[config.mk]
export PLATFORM = sky130hd
export DESIGN_NAME = display_nhex
export DESIGN_NICKNAME = d
export VERILOG_FILES = /design/src/rtl/display_nhex.sv
export SDC_FILE = /design/constraint.sdc
export NUM_CORES = 1
export LEC_CHECK = 0
export BUFFER_PORTS_ARGS = -buffer_cell sky130_fd_sc_hd__buf_2
export CAP_MARGIN = 10
export CORE_MARGIN = 4
export CORE_UTILIZATION = 38
export CTS_CLUSTER_SIZE = 30
export DETAILED_ROUTE_END_ITERATION = 10
export PLACE_DENSITY_LB_ADDON = 0.15
export REMOVE_ABC_BUFFERS = 1
export SKIP_LAST_GASP = 1
export SYNTH_ARGS = -nofsm -noshare
export SYNTH_HDL_FRONTEND = slang
export SYNTH_SLANG_ARGS = --single-unit
[constraint.sdc]
create_clock -name clk -period 4.1 [get_ports clk]
set_input_delay 0 -clock clk [delete_from_list [all_inputs] [get_ports clk]]
set_output_delay 0 -clock clk [all_outputs]
set_load 0.03 [all_outputs]
[src/rtl/display_nhex.sv]
// Multiplexed N-digit hex 7-segment display driver.
// A prescaler divides clk into digit ticks, and a digit index scans the digits
// right to left. New values are staged in a pending register and promoted only
// at the frame end, so a frame never mixes old and new digits.
// Optional feature: define DISPLAY_BLINK_EN to add per-digit blinking.
module display_nhex #(
   parameter int unsigned DIGITS       = 8,
   parameter int unsigned REFRESH_DIV  = 16384,
   parameter int unsigned BLINK_FRAMES = 64
) (
   input  logic                  clk,
   input  logic                  reset,
   input  logic [4*DIGITS-1:0]   data,
   input  logic [DIGITS-1:0]     dp,
   input  logic                  blank_lz,
   input  logic                  load,
`ifdef DISPLAY_BLINK_EN
   input  logic [DIGITS-1:0]     blink,
`endif
   output logic                  load_pending,
   output logic [6:0]            seg,
   output logic                  dp_n,
   output logic [DIGITS-1:0]     strobe
);

   localparam int unsigned CntW = $clog2(REFRESH_DIV);
   localparam int unsigned IdxW = (DIGITS > 1) ? $clog2(DIGITS) : 1;

   // Reject out-of-range parameters at elaboration.
   if (DIGITS < 1 || DIGITS > 8 || REFRESH_DIV < 2 || BLINK_FRAMES < 1) begin : g_param_err
      $error("display_nhex: illegal parameter value");
   end

   // Active-low segment patterns, bit order g..a.
   function automatic logic [6:0] hex_to_seg(input logic [3:0] nib);
      logic [6:0] s;
      unique case (nib)
         4'h0:    s = 7'b1000000;
         4'h1:    s = 7'b1111001;
         4'h2:    s = 7'b0100100;
         4'h3:    s = 7'b0110000;
         4'h4:    s = 7'b0011001;
         4'h5:    s = 7'b0010010;
         4'h6:    s = 7'b0000010;
         4'h7:    s = 7'b1111000;
         4'h8:    s = 7'b0000000;
         4'h9:    s = 7'b0010000;
         4'hA:    s = 7'b0001000;
         4'hB:    s = 7'b0000011;
         4'hC:    s = 7'b1000110;
         4'hD:    s = 7'b0100001;
         4'hE:    s = 7'b0000110;
         default: s = 7'b0001110;
      endcase
      return s;
   endfunction

   logic [CntW-1:0]     cnt_q, cnt_d;
   logic [IdxW-1:0]     idx_q, idx_d;
   logic                tick, frame_end;

   logic [4*DIGITS-1:0] pend_data_q, pend_data_d, act_data_q, act_data_d;
   logic [DIGITS-1:0]   pend_dp_q, pend_dp_d, act_dp_q, act_dp_d;
   logic                pend_blz_q, pend_blz_d, act_blz_q, act_blz_d;
   logic                pend_vld_q, pend_vld_d;

   logic [6:0]          seg_q, seg_d;
   logic                dp_n_q, dp_n_d;
   logic [DIGITS-1:0]   strobe_q, strobe_d;

`ifdef DISPLAY_BLINK_EN
   localparam int unsigned FrmW = (BLINK_FRAMES > 1) ? $clog2(BLINK_FRAMES) : 1;

   logic [DIGITS-1:0]   pend_blink_q, pend_blink_d, act_blink_q, act_blink_d;
   logic [FrmW-1:0]     frm_cnt_q, frm_cnt_d;
   logic                phase_q, phase_d;
`endif

   // Prescaler, digit scan and pending/active register next state.
   always_comb begin
      tick        = (cnt_q == CntW'(REFRESH_DIV - 1));
      frame_end   = tick && (idx_q == IdxW'(DIGITS - 1));
      cnt_d       = tick ? '0 : cnt_q + CntW'(1);
      idx_d       = idx_q;
      pend_data_d = pend_data_q;
      pend_dp_d   = pend_dp_q;
      pend_blz_d  = pend_blz_q;
      act_data_d  = act_data_q;
      act_dp_d    = act_dp_q;
      act_blz_d   = act_blz_q;
      pend_vld_d  = pend_vld_q;
`ifdef DISPLAY_BLINK_EN
      pend_blink_d = pend_blink_q;
      act_blink_d  = act_blink_q;
      frm_cnt_d    = frm_cnt_q;
      phase_d      = phase_q;
`endif

      if (tick) begin
         idx_d = frame_end ? '0 : idx_q + IdxW'(1);
      end

      if (load && frame_end) begin
         // Load landing on the frame boundary bypasses the pending stage.
         act_data_d = data;
         act_dp_d   = dp;
         act_blz_d  = blank_lz;
         pend_vld_d = 1'b0;
`ifdef DISPLAY_BLINK_EN
         act_blink_d = blink;
`endif
      end else if (load) begin
         pend_data_d = data;
         pend_dp_d   = dp;
         pend_blz_d  = blank_lz;
         pend_vld_d  = 1'b1;
`ifdef DISPLAY_BLINK_EN
         pend_blink_d = blink;
`endif
      end else if (frame_end && pend_vld_q) begin
         act_data_d = pend_data_q;
         act_dp_d   = pend_dp_q;
         act_blz_d  = pend_blz_q;
         pend_vld_d = 1'b0;
`ifdef DISPLAY_BLINK_EN
         act_blink_d = pend_blink_q;
`endif
      end

`ifdef DISPLAY_BLINK_EN
      if (frame_end) begin
         if (frm_cnt_q == FrmW'(BLINK_FRAMES - 1)) begin
            frm_cnt_d = '0;
            phase_d   = ~phase_q;
         end else begin
            frm_cnt_d = frm_cnt_q + FrmW'(1);
         end
      end
`endif
   end

   // Output decode for the digit currently selected by idx_q.
   always_comb begin
      logic [3:0]        nib;
      logic              dp_sel;
      logic              lz_sel;
      logic              all_zero;
      logic [DIGITS-1:0] lz;
`ifdef DISPLAY_BLINK_EN
      logic              blink_sel;
      blink_sel = 1'b0;
`endif
      nib      = 4'h0;
      dp_sel   = 1'b0;
      lz_sel   = 1'b0;
      all_zero = 1'b1;
      lz       = '0;
      strobe_d = '1;

      // lz[i] is set when digit i and every higher digit are zero.
      for (int i = int'(DIGITS) - 1; i >= 0; i--) begin
         all_zero = all_zero & (act_data_q[4*i +: 4] == 4'h0);
         lz[i]    = all_zero;
      end

      for (int i = 0; i < int'(DIGITS); i++) begin
         if (idx_q == IdxW'(i)) begin
            nib         = act_data_q[4*i +: 4];
            dp_sel      = act_dp_q[i];
            lz_sel      = lz[i] && (i != 0);
            strobe_d[i] = 1'b0;
`ifdef DISPLAY_BLINK_EN
            blink_sel   = act_blink_q[i];
`endif
         end
      end

      seg_d  = (act_blz_q && lz_sel) ? 7'h7F : hex_to_seg(nib);
      dp_n_d = ~dp_sel;
`ifdef DISPLAY_BLINK_EN
      if (phase_q && blink_sel) begin
         seg_d  = 7'h7F;
         dp_n_d = 1'b1;
      end
`endif
   end

   // State and registered outputs; reset wins over load and tick.
   always_ff @(posedge clk) begin
      if (reset) begin
         cnt_q       <= '0;
         idx_q       <= '0;
         pend_data_q <= '0;
         pend_dp_q   <= '0;
         pend_blz_q  <= 1'b0;
         act_data_q  <= '0;
         act_dp_q    <= '0;
         act_blz_q   <= 1'b0;
         pend_vld_q  <= 1'b0;
         seg_q       <= 7'h7F;
         dp_n_q      <= 1'b1;
         strobe_q    <= '1;
`ifdef DISPLAY_BLINK_EN
         pend_blink_q <= '0;
         act_blink_q  <= '0;
         frm_cnt_q    <= '0;
         phase_q      <= 1'b0;
`endif
      end else begin
         cnt_q       <= cnt_d;
         idx_q       <= idx_d;
         pend_data_q <= pend_data_d;
         pend_dp_q   <= pend_dp_d;
         pend_blz_q  <= pend_blz_d;
         act_data_q  <= act_data_d;
         act_dp_q    <= act_dp_d;
         act_blz_q   <= act_blz_d;
         pend_vld_q  <= pend_vld_d;
         seg_q       <= seg_d;
         dp_n_q      <= dp_n_d;
         strobe_q    <= strobe_d;
`ifdef DISPLAY_BLINK_EN
         pend_blink_q <= pend_blink_d;
         act_blink_q  <= act_blink_d;
         frm_cnt_q    <= frm_cnt_d;
         phase_q      <= phase_d;
`endif
      end
   end

   assign load_pending = pend_vld_q;
   assign seg          = seg_q;
   assign dp_n         = dp_n_q;
   assign strobe       = strobe_q;

endmodule

* After elaboration in Yosys (flattened, before gate mapping)
Memory sizes are Yosys's and may differ from the RTL's. A register that Yosys moved wholly into a read port is not among the register bits. Index checks and enable logic that the tools add are counted.
Storage, ports and cells: input bits 44, memories 1, output and inout bits 17, memory bits (read-only) 112, register bits after elaboration 109, word-level logic and storage cells 93
Memory list:
- (name not given) | words 16, bits a word 7, rd ports 1, clocked after memory_dff 1, write ports 0, RTL line 37 | unique case (nib)
Operators by class: bitwise logic cells 8, muxes and demuxes 43, reductions and logical operators 19, eq/ne operators 9, add/sub/neg operators 2
Operators with widths (count):
- 32-bit 2-to-1 mux | 3
- 4-bit 2-to-1 mux | 8
- 4-bit zero test | 7
- 1-bit 2-to-1 mux | 28
- 8-bit 2-to-1 mux | 3
- 14-bit by 1-bit adder with 14-bit output, second input constant | 1
- 14-bit == test, second input constant | 1
- 3-bit == test, second input constant | 4
- 1-bit bitwise AND | 6
- 3-bit by 2-bit == test with 1-bit output, second input constant | 2
- 2-bit OR reduction | 3
- 1-bit logical AND | 4
- 2-bit AND reduction | 2
- 2-bit nonzero test | 2
- 3-bit by 1-bit adder with 3-bit output, second input constant | 1
- 3-bit by 1-bit == test with 1-bit output, second input constant | 1
- 3-bit zero test | 1
- 3-bit 2-to-1 mux | 1
- 2-bit by 1-bit != test with 1-bit output, second input constant | 1
- 1-bit inverter | 2

* Logic depth before layout (Yosys ltp)
Gate-level depths: netlist of the first run.
depth in word-level cells 16, depth in mapped cells 13, mapped depth without buffers 11

* Least setup slack after synthesis of the first run
Ideal clock, no wire load.
kind flip-flop to flip-flop, start register idx_q[2], end register seg_q[3] (netlist: seg[3]), cell stages (with the launch flop) 14, buffers on the path 2, period minus slack after synthesis 2701 ps, setup slack 1399 ps, data required time 3966 ps, library setup time 134 ps, arrival 2567 ps, path through dfxtp_1 > buf_2 > inv_2 > ha_1 > clkbuf_1 > or2_2 > a221oi_1 > o22ai_1 > a31oi_1 > inv_1 > ha_1 > and2_1 > o2bb2ai_1 > nand2_1
Between the ends: word-level cells in the longest chain between the ends 10, elaborated cells on any way between the ends 25, those cells by class 7 x eq/ne; 15 x mux; 3 x reduce/logical
Ends and longest elaborated chain:
- from (decl) | RTL line 59 | logic [IdxW-1:0] idx_q, idx_d;
- from (signal assigned) | RTL line 211 | idx_q <= idx_d;
- 3-bit by 1-bit == test with 1-bit output | RTL line 167 | if (idx_q == IdxW'(i)) begin
- 1-bit 2-to-1 mux (7 in series) | RTL line 167
- 1-bit logical AND | RTL line 178 | seg_d = (act_blz_q && lz_sel) ? 7'h7F : hex_to_seg(nib);
- 2-bit OR reduction (no line)
- to (decl) | RTL line 67 | logic [6:0] seg_q, seg_d;
Parallel ways exist; a longest one is shown, timed or not. A chain may end at the register's enable or synchronous reset.

* Final worst setup path of the first run
Ends and elaborated chain as after synthesis.

==> summary.txt, run 1 <==
Critical path
  – Data required, critical path: 4.39 ns
  – Critical path start-end classification: register to register
  – Endpoint class of the critical path: register
  – Arrival time reported for the critical path endpoint: 3.37 ns
  – Top fanout value on the critical path: 15
  – Critical path launch point type: register

Timing
  – RSZ-0062 raised after global routing: false
  – Final Max Tran Viols: 0
  – Maximum achievable frequency: 324 MHz
  – Final-report hold violation count: 0
  – Final-report setup violation count: 0
  – Minimum setup slack in the final design: 1.02 ns
  – Min Hold Slack: 0.370 ns
  – Tightest Pin Transition: 1.18 ns
  – Final Critical Period: 3.08 ns
  – Slew margin rel.: 21.1%
  – Clk_skew: 0.00894 ns
  – Final period utilization: 75.2%
  – Aggregate negative setup slack: 0 ns

Clocking
  – Depth of the CTS H-tree: 4
  – Clock-pin slew on the worst setup and hold paths: 0.06 ns
  – Clock tree root driver cell: clkbuf_16
  – Clock Tree Buf Depth: 2
  – Number of clock buffers inserted by TritonCTS: 17
  – TritonCTS clock tree: yes
  – TritonCTS sink count: 116
  – Clk_lat worst skew: 0.42 ns

Placed design
  – DP Worst Slack: 1.05 ns
  – Global placer's final weighted congestion: 0.841
  – I/O Buffers: 60
  – Placed cell area: 5550 µm²
  – HPWL after DPL: 8980 µm

Floorplanning
  – Area of the core: 13,300 µm²
  – Placement row count: 42
  – Die X: 125 µm
  – Initial core utilization: 39.0%
  – Die Span Y: 125 µm
  – Count of pins on the block boundary: 61
  – Total die area: 15,600 µm²

Detailed routing
  – Final routed DRC violation total: 0
  – Antenna viol nets, final: 0
  – Number of vias per cell: 5.05
  – Routed Wire Length: 13,600 µm
  – Vias: 4,628
  – Per-cell routed wire length: 14.9 µm
  – Detailed Route Iter0 Violations: 324
  – Drt first pass iters: 5

Final layout
  – Leading cell types in the layout, fill and taps excluded: 143 x nand2_1, 116 x dfxtp_1, 72 x nor2_1
  – Synth-to-layout area growth: 28.0%
  – Layout cells sized above 1: 14.6%
  – Nets@finish: 784
  – Non-Filler Cell Area, Final: 6630 µm²
  – Most common cell after layout, fill and taps aside: nand2_1
  – Number of antenna diodes: 0

Global routing
  – Wire length of the first global-routing pass: 23,200 µm
  – Number of antenna violations at the first check in global routing: 0
  – Overall Global Routing Usage: 18.4%
  – Maximum number of pins on one net before global-route repair: 58
  – Vias in the first global route: 4,539
  – Gr ovfl total: 0

Synth
  – Synthesized area divided by synthesized cell count: 8.04 µm²
  – Top cells by area, synth: dfxtp_1 45%, nand2_1 10%, o31ai_1 5.9%
  – Number of flops mapped to enable cells by yosys: 0
  – Prevailing post-synth register cell: dfxtp_1
  – Gate count of the mapped netlist: 645
  – Sequential element share of the synthesized area: 44.8%
  – Cell type with the highest aggregate area in the netlist: dfxtp_1
  – Post-synthesis async set-or-reset flop share: 0%
  – Mapped Area: 5180 µm²
  – Yosys warning total: 0
  – Flip-flop and latch count after synthesis: 116
  – Cell variety after synth: 50
  – Top-area cell type share of the netlist area: 44.8%

Power
  – Worst IR Drop VDD: 0.289 mV
  – Power Density: 451 nW/µm²
  – Leakage power: 0.00255 µW
  – Total power after layout: 2990 µW

Flow run
  – Maxcap violations: 0

Worst hold path
  – Hold WC Path Type: primary input to register

Outcome
  – Status: finished, final reports clean
## cell families (layout without fill, tap and decap cells)
group | count (synthesis) | in the layout | synth area share [%]
fa+ha+maj | 12 | 12 | 2.90
xor+xnor | 12 | 12 | 2.03
mux | 5 | 5 | 0.966
simple gates | 301 | 301 | 26.1
flops | 116 | 116 | 44.8
buf+inv | 59 | 155 | 5.14
compound gates | 140 | 140 | 18.1
## routing by layer
layer  GRT usage [%]  vias up  share of wire (%)
met1            23.5     2168                 48
met5               0        -                  0
met3            5.23       13                4.2
met2            30.2       86                 46
met4            5.61        0                1.3
li1                -     2361                  -
## per-stage QoR
stage	utilization, %	cells
4_1_cts	49.9	917
3_5_place_dp	41.8	843
3_3_place_gp	41.8	843
2_1_floorplan	-	601
6_report	49.9	917
5_1_grt	49.9	917
## area by class of cell
type | instances | area (µm²)
inverter | 15 | 56.3
sequential | 116 | 2320
clock buffer | 22 | 484
fill | 1280 | 6660
multi-input combinational | 470 | 2610
tap | 176 | 220
clock inverter | 10 | 175
timing repair buffer | 108 | 766
## state kept, by name (all words and copies together) (netlist names)
name	count
pend_dp_q	8
seg	7
act_dp_q	8
cnt_q	14
act_data_q	32
dp_n	1
idx_q	3
strobe	8
act_blz_q	1
pend_blz_q	1
load_pending	1
pend_data_q	32
## critical path: stages (launching register included)
cell and delay, ns:
dfxtp_1 0.66, inv_2 0.17, ha_1 0.37, or2_2 0.35, a221oi_1 0.21, o22ai_1 0.11, a31oi_1 0.32, inv_1 0.17
ha_1 0.27, and2_1 0.15, o2bb2ai_1 0.12, nand2_1 0.06
## power by group
| group | switching [µW] | internal (µW) |
|---|---|---|
| logic | 96.0 | 80.9 |
| registers | 14.4 | 1160 |
| clock network | 506 | 1140 |
## synth_stat cells, drive strengths merged, types with 2 or more instances
library cell,n
and2,5
xor2,6
a32oi,2
nor3,3
a221o,3
a31oi,4
nand3b,3
o22ai,3
inv,15
buf,16
nand3,10
ha,12
o221ai,4
or2,5
a21oi,50
o21ai,10
nor2b,43
dfxtp,116
a22o,2
xnor2,6
clkbuf,28
o2111ai,2
o311ai,2
nor2,72
nand2b,5
nand2,143
a221oi,7
nor4,6
o31ai,42
mux2i,5
and3,4
## path summary, 6_finish.rpt
path | start | slack, ns | end | depth (start not counted)
max | idx_q[2] | 1.02 | seg[3] | 11
min | load | 0.37 | act_dp_q[7] | 3
max reg2reg | idx_q[2] | 1.02 | seg[3] | 11
min reg2reg | pend_data_q[13] | 0.45 | pend_data_q[13] | 2
## repair_timing
action,4_1_cts,5_1_grt
hold buffers,42,0
endpoints found under the hold margin,83,0
setup buffers,0,0
gates resized for setup,0,0
Note: power is estimated with default switching activity, not from simulation.
==> inputs of run 2 (changes only) <==
ABC_AREA = 1   (was unset)
clock period = 2.7 ns   (was 4.1 ns; I/O delays follow)
==> summary.txt, run 2 <==
Synth
  – Top-area cell type share of the netlist area: 41.7% (-3.1 points)
  – Top cells by area, synth: dfxtp_1 42%, nand2_1 22%, nand3_1 9.2%
  – Most instantiated library cell after synthesis: nand2_1
  – Yosys warning total: 0 (unchanged)
  – Synthesized area divided by synthesized cell count: 6.68 µm² (-17%)
  – Ranking of synthesized cells by instance count: 328 x nand2_1, 116 x dfxtp_1, 103 x nand3_1
  – Number of flops mapped to enable cells by yosys: 0 (unchanged)
  – Sequential element share of the synthesized area: 41.7% (-3.1 points)
  – Flip-flop and latch count after synthesis: 116 (unchanged)
  – Prevailing post-synth register cell: dfxtp_1
  – Mapped Area: 5570 µm² (+7.5%)
  – Cell type with the highest aggregate area in the netlist: dfxtp_1
  – Cell variety after synth: 32 (-36%)
  – Gate count of the mapped netlist: 834 (+29%)
  – Post-synthesis async set-or-reset flop share: 0% (unchanged)

Detailed routing
  – Vias: 5,443 (+18%)
  – Antenna viol nets, final: 0 (unchanged)
  – Top layer used by detailed routing: met4
  – Per-cell routed wire length: 12.6 µm (-15%)
  – Final routed DRC violation total: 0 (unchanged)
  – Met2 routed wirelength: 6380 µm (+0.77%)
  – M1 WL: 6950 µm (+6.1%)
  – Number of vias per cell: 4.86 (-3.6%)
  – Drt first pass iters: 5 (unchanged)
  – Met3 WL: 539 µm (-6.9%)
  – Detailed Route Iter0 Violations: 340 (+4.9%)
  – Routed Wire Length: 14,100 µm (+3.7%)

Final layout
  – Number of antenna diodes: 0 (unchanged)
  – Post-layout utilization of the core: 50.1% (+0.21 points)
  – Synth-to-layout area growth: 26.7%
  – Largest registers: act_data_q (32), pend_data_q (32), cnt_q (14)
  – Filler Cell Count: 1,446 (+13%)
  – Most common cell after layout, fill and taps aside: nand2_1
  – Nets@finish: 984 (+26%)
  – Layout cells sized above 1: 12.9% (-1.7 points)
  – Filler-free cell count of the finished design: 1,119 (+22%)
  – Leading cell types in the layout, fill and taps excluded: 328 x nand2_1, 116 x dfxtp_1, 103 x nand3_1

Placed design
  – I/O Buffers: 60 (unchanged)
  – Placed Cells incl. Taps: 1,048 (+24%)
  – Global placer's final weighted congestion: 0.814 (-3.2%)
  – HPWL after DPL: 9480 µm (+5.5%)

Power
  – Total net switching power: 911 µW (+48%)
  – Worst IR Drop VDD: 0.453 mV (+57%)
  – Proportion of power drawn by combinational gates: 6.1% (+0.2 points)
  – Clock power share: 51.9% (-3.0 points)
  – Internal: 3320 µW (+40%)
  – Power Density: 600 nW/µm² (+33%)
  – Total power after layout: 4240 µW (+42%)
  – Proportion of total power due to net switching: 21.5% (+0.91 points)
  – Leakage power: 0.00314 µW (+23%)
  – Fraction of power consumed by sequential logic: 42.0% (+2.8 points)

Outcome
  – Status: finished, final reports clean

Critical path
  – Cell type of the slowest stage on the worst timing path: dfxtp_1
  – Data required, critical path: 2.99 ns (-1.40 ns)
  – Most Frequent Cell on Critical Path: nand2_1
  – Dominant delay contributor by cell family on the critical path: simple AND/OR/NAND/NOR gates
  – Worst r2r src: idx_q[2]
  – Critical path start-end classification: register to register
  – Buffers & Inverters on Critical Path: 4 (+2)
  – Endpoint class of the critical path: register
  – Top fanout value on the critical path: 8 (-7)
  – Arrival time reported for the critical path endpoint: 2.71 ns (-0.66 ns)
  – Reg2Reg Setup Slack: 0.28 ns (-0.73 ns)
  – CP startpoint: idx_q[2]
  – Critical R2R Capture: seg[5]
  – Cell count of the worst reg-to-reg path: 17 (+6)
  – Critical path launch point type: register
  – Cell-by-cell trace of the critical path: inv_1 -> ha_1 -> inv_1 -> o21ai_0 -> inv_1 -> nand2_1 -> nand2_1 -> nand2_1 -> nand2_1 -> nand2_1 -> a21boi_2 -> inv_1 -> ha_1 -> nand2_1 -> o21ai_0 -> nand2_1 -> nand3_1
  – Slowest Stage Delay on Critical Path: 0.48 ns (-0.18 ns)

Timing
  – Final Critical Period: 2.42 ns (-0.666 ns)
  – Final-report setup violation count: 0 (unchanged)
  – Maximum achievable frequency: 413 MHz (+28%)
  – Slew margin rel.: 56.9% (+36 points)
  – Final-report hold violation count: 0 (unchanged)
  – RSZ-0062 raised after global routing: false
  – Final period utilization: 89.6% (+14 points)
  – Aggregate negative setup slack: 0 ns (unchanged)
  – Tightest Pin Transition: 0.646 ns (-0.538 ns)
  – Clk_skew: 0.00646 ns (-0.00248 ns)
  – Final Max Tran Viols: 0 (unchanged)

Worst hold path
  – Worst min-delay path endpoint: strobe[3]
  – Hold WC Path Type: primary input to register
  – Worst Hold Path Cells: 3 (unchanged)
  – Min-Delay Startpoint: reset

Floorplanning
  – Total die area: 16,700 µm² (+7.0%)
  – Area of the core: 14,100 µm² (+6.0%)
  – Die Span Y: 129 µm (+3.5%)
  – Die X: 129 µm (+3.5%)
  – Initial core utilization: 39.5% (+0.55 points)
  – Placement row count: 43 (+2.4%)
  – Count of pins on the block boundary: 61 (unchanged)

Clocking
  – Clock-pin slew on the worst setup and hold paths: 0.05 ns (about the same)
  – Clock tree root driver cell: clkbuf_16
  – Number of clock buffers inserted by TritonCTS: 17 (unchanged)
  – Depth of the CTS H-tree: 4 (unchanged)
  – TritonCTS clock tree: yes
  – Clock Tree Buf Depth: 2 (unchanged)
  – TritonCTS sink count: 116 (unchanged)
  – Clk_lat worst skew: 0.42 ns (about the same)
  – Post-CTS setup buffer count: 0 (unchanged)

Flow run
  – Maxcap violations: 0 (unchanged)

Global routing
  – Maximum number of pins on one net before global-route repair: 59 (+1.7%)
  – Overall Global Routing Usage: 18.1% (-0.35 points)
  – Number of antenna violations at the first check in global routing: 0 (unchanged)
  – Wire length of the first global-routing pass: 24,300 µm (+4.7%)
  – Vias in the first global route: 5,119 (+13%)
  – Gr ovfl total: 0 (unchanged)
## run 2: cell types whose count changed after synthesis, sizes merged, moves of 5 or more
cell / change
a21oi: +43
nand2b: -5
a221oi: -7
and2: -5
nand3: +93
nand2: +186
nor2: -23
inv: +34
nor2b: -43
o31ai: -42
## run 2: kinds of logic (layout without fill, tap and decap cells)
group / after synthesis / after routing / synth area share (%)
compound gates: 108 / 108 / 10.1
xor+xnor: 8 / 8 / 1.26
fa+ha+maj: 12 / 12 / 2.69
buf+inv: 98 / 203 / 7.68
flops: 116 / 116 / 41.7
mux: 1 / 1 / 0.180
simple gates: 491 / 491 / 36.4
## run 2: worst max path at each step
stage | to | cells past startpoint
6_report | seg[5] | 17
5_1_grt | seg[5] | 17
4_1_cts | seg[5] | 17
3_5_place_dp | seg[5] | 17
3_3_place_gp | seg[5] | 17
2_1_floorplan | act_blz_q | 12
## run 2: power by group through the flow
stage          combinational (µW)  clock [µW]  sequential (µW)
6_report                      259        2200             1780
5_1_grt                       290        2320             1780
4_1_cts                       261        2260             1780
3_5_place_dp                  216           0             1810
3_3_place_gp                  214           0             1810
2_1_floorplan                85.7           0             1820
## run 2: worst reg2reg max path, cell delays in order, from the launching register on
cell      delay, ns
dfxtp_1        0.48
inv_1          0.12
ha_1           0.23
inv_1          0.13
o21ai_0        0.10
inv_1          0.06
nand2_1        0.05
nand2_1        0.05
nand2_1        0.05
nand2_1        0.05
nand2_1        0.09
a21boi_2       0.23
inv_1          0.11
ha_1           0.22
nand2_1        0.10
o21ai_0        0.09
nand2_1        0.07
nand3_1        0.07
## run 2: layout make-up
class	count	area (µm²)	share of cell area, %
Multi-Input combinational cell	620	2850	40.3
Sequential cell	116	2320	32.9
Timing Repair Buffer	122	893	12.6
Clock buffer	27	543	7.69
Tap cell	180	225	3.19
Inverter	51	193	2.73
Clock inverter	3	40.0	0.567
## run 2: timing repair
| item | 4_1_cts | 5_1_grt |
|---|---|---|
| gates resized for setup | 0 | 6 |
| hold buffers | 41 | 0 |
| setup endpoints to repair | 0 | 7 |
| endpoints found under the hold margin | 82 | 0 |
## run 2: per-stage QoR
stage	hold WS [ns]	instance area, µm²	worst slack, ns
floorplan	0.0691	5340	-0.124
global placement	0.287	6050	0.0636
detailed placement	0.292	6050	0.0262
CTS	0.0630	7040	0.0176
global route	0.104	7060	0.00375
finish	0.0686	7060	0.281
## run 2: layer usage
metal | track usage [%] | vias up
met2 | 28.4 | 90
met1 | 24.1 | 2472
li1 | - | 2861
met5 | 0 | -
met3 | 4.04 | 20
met4 | 7.23 | 0
